File: src/rtl/mem_wb_stage.sv
// MEM/WB pipeline register: load alignment and extension, bubble insertion,
// x0 write suppression and a retired-instruction counter.
module mem_wb_stage #(
    parameter int addWidth  = 5,
    parameter int dataWidth = 32
) (
    input  logic                 CLK,
    input  logic                 RST,
    input  logic                 STALL,
    input  logic                 FLUSH,
    input  logic                 ValidM,
    input  logic                 RegWriteM,
    input  logic                 MemtoRegM,
    input  logic [2:0]           LoadTypeM,
    input  logic [addWidth-1:0]  WriteRegM,
    input  logic [dataWidth-1:0] ALUOutM,
    input  logic [dataWidth-1:0] ReadDataM,
    output logic                 RegWriteW,
    output logic [addWidth-1:0]  WriteRegW,
    output logic [dataWidth-1:0] ResultW,
    output logic                 ValidW,
    output logic [31:0]          RetiredCount
);

    logic                 regwrite_q, regwrite_d;
    logic [addWidth-1:0]  writereg_q, writereg_d;
    logic [dataWidth-1:0] result_q, result_d;
    logic                 valid_q, valid_d;
    logic [31:0]          retired_cnt_q, retired_cnt_d;

    logic [7:0]           byte_sel;
    logic [15:0]          half_sel;
    logic [dataWidth-1:0] load_data;

    // Little-endian lane select; halfword ignores ALUOutM[0]
    always_comb begin
        byte_sel = ReadDataM[7:0];
        unique case (ALUOutM[1:0])
            2'd0: byte_sel = ReadDataM[7:0];
            2'd1: byte_sel = ReadDataM[15:8];
            2'd2: byte_sel = ReadDataM[23:16];
            2'd3: byte_sel = ReadDataM[31:24];
            default: byte_sel = ReadDataM[7:0];
        endcase
        half_sel = ALUOutM[1] ? ReadDataM[31:16] : ReadDataM[15:0];
    end

    always_comb begin
        load_data = ReadDataM;
        case (LoadTypeM)
            3'b001: load_data = {{(dataWidth-8){byte_sel[7]}}, byte_sel};
            3'b010: load_data = {{(dataWidth-8){1'b0}}, byte_sel};
            3'b011: load_data = {{(dataWidth-16){half_sel[15]}}, half_sel};
            3'b100: load_data = {{(dataWidth-16){1'b0}}, half_sel};
            default: load_data = ReadDataM;
        endcase
    end

    always_comb begin
        regwrite_d    = regwrite_q;
        writereg_d    = writereg_q;
        result_d      = result_q;
        valid_d       = valid_q;
        retired_cnt_d = retired_cnt_q;
        if (RST) begin
            regwrite_d    = 1'b0;
            writereg_d    = '0;
            result_d      = '0;
            valid_d       = 1'b0;
            retired_cnt_d = '0;
        end else if (FLUSH) begin
            regwrite_d = 1'b0;
            writereg_d = '0;
            result_d   = '0;
            valid_d    = 1'b0;
        end else if (!STALL) begin
            regwrite_d    = RegWriteM & ValidM & (WriteRegM != '0);
            writereg_d    = WriteRegM;
            result_d      = MemtoRegM ? load_data : ALUOutM;
            valid_d       = ValidM;
            retired_cnt_d = retired_cnt_q + {31'd0, ValidM};
        end
    end

    always_ff @(posedge CLK) begin
        regwrite_q    <= regwrite_d;
        writereg_q    <= writereg_d;
        result_q      <= result_d;
        valid_q       <= valid_d;
        retired_cnt_q <= retired_cnt_d;
    end

    assign RegWriteW    = regwrite_q;
    assign WriteRegW    = writereg_q;
    assign ResultW      = result_q;
    assign ValidW       = valid_q;
    assign RetiredCount = retired_cnt_q;

endmodule

File: config.mk
export PLATFORM = sky130hd
export DESIGN_NAME = mem_wb_stage
export DESIGN_NICKNAME = d
export VERILOG_FILES = /design/src/rtl/mem_wb_stage.sv
export SDC_FILE = /design/constraint.sdc
export NUM_CORES = 1
export LEC_CHECK = 0
export CAP_MARGIN = 20
export CORE_ASPECT_RATIO = 0.5
export CORE_MARGIN = 1
export CORE_UTILIZATION = 39
export CTS_BUF_LIST = sky130_fd_sc_hd__clkbuf_16
export DETAILED_ROUTE_END_ITERATION = 6
export HOLD_SLACK_MARGIN = 0.03
export PLACE_DENSITY_LB_ADDON = 0.08
export SLEW_MARGIN = 20
export SYNTH_ARGS = -nofsm -noshare
export SYNTH_HDL_FRONTEND = slang
export SYNTH_SLANG_ARGS = --single-unit
File: constraint.sdc
create_clock -name CLK -period 2.5 [get_ports CLK]
set_input_delay 0.5 -clock CLK [delete_from_list [all_inputs] [get_ports CLK]]
set_output_delay 0.5 -clock CLK [all_outputs]
set_load 0.02 [all_outputs]
==> impl_metrics.env <==
export IMPL_synth_cell_types=49
export IMPL_die_x_um=136.2
export IMPL_synth_compound_area_share_pct=21.91
export IMPL_cp_required_ns=2.70
export IMPL_overflow=0
export IMPL_slew_violations=0
export IMPL_wl_met1_mm=4.807
export IMPL_p_seq_share_pct=39.1
export IMPL_syn_num_nets=501
export IMPL_clock_sinks=71
export IMPL_pin_count=150
export IMPL_endpoint_kind="flop"
export IMPL_drive_gt1_share_pct=10.20
export IMPL_grt_total_usage_pct=24.30
export IMPL_totalWireLength_mm=11.04
export IMPL_p_int_mw=2.271
export IMPL_fmax_mhz=433.9
export IMPL_p_comb_share_pct=15.6
export IMPL_clkTransAtPathRegs_ns=0.06
export IMPL_place_detailed_hpwl_mm=8.231
export IMPL_routed_top_layer="met4"
export IMPL_drtIter0Drc=217
export IMPL_wl_met2_mm=5.209
export IMPL_worstPathArrival_ns=2.51
export IMPL_initial_core_util_pct=40.33
export IMPL_leakagePower_nw=2.015
export IMPL_fin_ws_ns=0.1954
export IMPL_register_area_um2=1421
export IMPL_remaining_drc_errors=0
export IMPL_netlist_area_um2=3512
export IMPL_hp_class="flop to flop"
export IMPL_cts_root_buf="clkbuf_16"
export IMPL_antenna_cells=0
export IMPL_multi_input_area_um2=1949
export IMPL_hold_violations=0
export IMPL_dp_cells=689
export IMPL_synth_simple_gate_area_share_pct=21.77
export IMPL_final_common_cell="clkdlybuf4s50_1"
export IMPL_rsz0062_at_grt="false"
export IMPL_synth_edf_count=0
export IMPL_final_util_pct=64.35
export IMPL_relSlewSlack_pct=39.32
export IMPL_hold_start="ResultW[10]"
export IMPL_met3_length_um=900
export IMPL_whs_ns=0.4631
export IMPL_htreeDepth=3
export IMPL_setup_viol_count_final=0
export IMPL_period_minus_slack_ns=2.305
export IMPL_syn_inst=420
export IMPL_num_fill_cells=805
export IMPL_wl_per_cell_um=15.66
export IMPL_final_cell_mix="clkdlybuf4s50_1 (149), dfxtp_1 (71), nand2_1 (42)"
export IMPL_post_cts_resized=0
export IMPL_max_cap_violations=0
export IMPL_reg2reg_from="RetiredCount[5]"
export IMPL_yosysWarnings=0
export IMPL_fin_area_um2=5604
export IMPL_vias=3844
export IMPL_grt_start_max_net_pins=37
export IMPL_syn_avg_cell_area_um2=8.362
export IMPL_rows=24
export IMPL_synthMuxAreaShare_pct=4.809
export IMPL_gp_congestion=0.9049
export IMPL_synth_xor_area_share_pct=6.234
export IMPL_dr_pass1_iters=4
export IMPL_ir_drop_mv=0.3995
export IMPL_ctsHoldBuffers=0
export IMPL_die_y_um=69.10
export IMPL_synth_adder_area_share_pct=0.7125
export IMPL_finalNonFillerCells=705
export IMPL_grt_pass1_vias=3748
export IMPL_p_sw_mw=0.7333
export IMPL_crit_fanout=6
export IMPL_status="complete, no violations"
export IMPL_start_kind="primary input"
export IMPL_holdPathStages=2
export IMPL_clockBufferDepth=2
export IMPL_tightest_slew_ns=0.9047
export IMPL_ys_flop_type="dfxtp_1"
export IMPL_finalCritPeriodShare_pct=92.18
export IMPL_place_area_um2=5291
export IMPL_place_ws_ns=-0.1075
export IMPL_synth_seq_cells=71
export IMPL_worstSkewPairLatency_ns=0.33
export IMPL_port_buffers=149
export IMPL_reg2reg_slack_ns=0.43
export IMPL_crit_type="primary input to flop"
export IMPL_async_flop_share_pct=0
export IMPL_tns_ns=0
export IMPL_area_growth_pct=59.57
export IMPL_post_cts_buffers=0
export IMPL_grt_pass1_wl_mm=17.93
export IMPL_viasPerCell=5.452
export IMPL_num_nets_final=664
export IMPL_power_frac_clock_pct=45.3
export IMPL_ys_seq_area_share_pct=40.47
export IMPL_powerDensity_nw_per_um2=536.1
export IMPL_synth_top_family_by_area="compound AO/OA/AOI/OAI gates"
export IMPL_r2r_end="RetiredCount[31]"
export IMPL_cts_buffers=9
export IMPL_cts_tree="yes"
export IMPL_fin_skew_ns=0.003821
export IMPL_power_total_mw=3.004
export IMPL_hold_path_end="ResultW[10]"
export IMPL_switching_share_pct=24.41
export IMPL_ant_nets=0
export IMPL_rr_worst_depth=5
export IMPL_coreArea_um2=8708
export IMPL_grt_antenna_before_repair=0
export IMPL_die_area_um2=9412
## layer usage
metal / GRT usage [%] / vias to the layer above
met5: 0 / -
met4: 6.790 / 0
met3: 8.389 / 12
met2: 39.88 / 137
met1: 30.04 / 1813
li1: - / 1882
## cell families (layout without fill, tap and decap cells)
| group | after synthesis | in the layout |
|---|---|---|
| AND/OR/NAND/NOR | 153 | 153 |
| AO/OA/AOI/OAI | 116 | 116 |
| flip-flops | 71 | 71 |
| buffers and inverters | 38 | 206 |
| XOR/XNOR | 25 | 25 |
| multiplexers | 15 | 15 |
| adder cells (fa/ha/maj) | 2 | 2 |
## sequential cells by signal, summed over array words and instances (netlist names)
register	cells
ResultW	32
RetiredCount	32
WriteRegW	5
RegWriteW	1
ValidW	1
## synthesized netlist by cell type, types with 2 or more instances
| library cell | count | area, um2 |
|---|---|---|
| nand2b_1 | 2 | 12.51 |
| or4_1 | 2 | 15.01 |
| ha_1 | 2 | 25.02 |
| nand2_1 | 42 | 157.7 |
| mux2i_1 | 9 | 90.09 |
| nor4_1 | 10 | 62.56 |
| nand4_1 | 7 | 43.79 |
| dfxtp_1 | 71 | 1421 |
| clkbuf_1 | 24 | 90.09 |
| nor2b_1 | 5 | 31.28 |
| nor3_1 | 4 | 20.02 |
| inv_1 | 10 | 37.54 |
| a211oi_1 | 2 | 15.01 |
| mux2_2 | 5 | 56.30 |
| nand3_1 | 16 | 80.08 |
| nor2_1 | 41 | 153.9 |
| or2_2 | 2 | 12.51 |
| buf_1 | 3 | 11.26 |
| xnor2_1 | 16 | 140.1 |
| o21ai_0 | 24 | 120.1 |
| a221oi_1 | 12 | 105.1 |
| a21oi_1 | 35 | 175.2 |
| a31o_2 | 2 | 17.52 |
| and3_1 | 4 | 25.02 |
| o22ai_1 | 2 | 12.51 |
| o221ai_1 | 21 | 183.9 |
| a22oi_1 | 3 | 22.52 |
| and4_1 | 3 | 26.28 |
| xor2_1 | 9 | 78.83 |
| o31ai_1 | 9 | 67.56 |
| or3_1 | 4 | 25.02 |
| a311oi_1 | 2 | 17.52 |
## layout make-up
class / instances / share of cell area (%)
inverter: 10 / 0.6698
tap: 117 / 2.612
sequential: 71 / 25.36
clock buffer: 9 / 4.019
multi-input combinational: 311 / 34.78
clock inverter: 7 / 1.563
timing repair buffer: 180 / 30.99
## critical path, stage by stage
cell,delay [ns]
clkdlybuf4s50_1,0.57
mux4_2,0.57
nand3_1,0.12
nand2_1,0.14
a2111oi_0,0.51
nor3_1,0.08
## how the worst max path moves through the flow
stage	startpoint	slack, ns	end	cells past startpoint
2_1_floorplan	ALUOutM[1]	0.28	ResultW[21]	7
3_3_place_gp	ALUOutM[1]	-0.13	ResultW[15]	6
3_5_place_dp	ValidM	-0.11	RetiredCount[31]	7
4_1_cts	ALUOutM[1]	0.20	ResultW[15]	6
5_1_grt	ALUOutM[1]	0.02	ResultW[15]	6
6_report	ALUOutM[1]	0.20	ResultW[15]	6
## power by group through the flow
| stage | Sequential, mW | Clock (mW) | Combinational (mW) |
|---|---|---|---|
| global placement | 1.20 | 0 | 0.464 |
| floorplan | 1.23 | 0 | 0.161 |
| finish | 1.18 | 1.36 | 0.469 |
| CTS | 1.18 | 1.38 | 0.468 |
| global route | 1.18 | 1.43 | 0.502 |
| detailed placement | 1.20 | 0 | 0.465 |
Note: power is estimated with default switching activity, not from simulation.
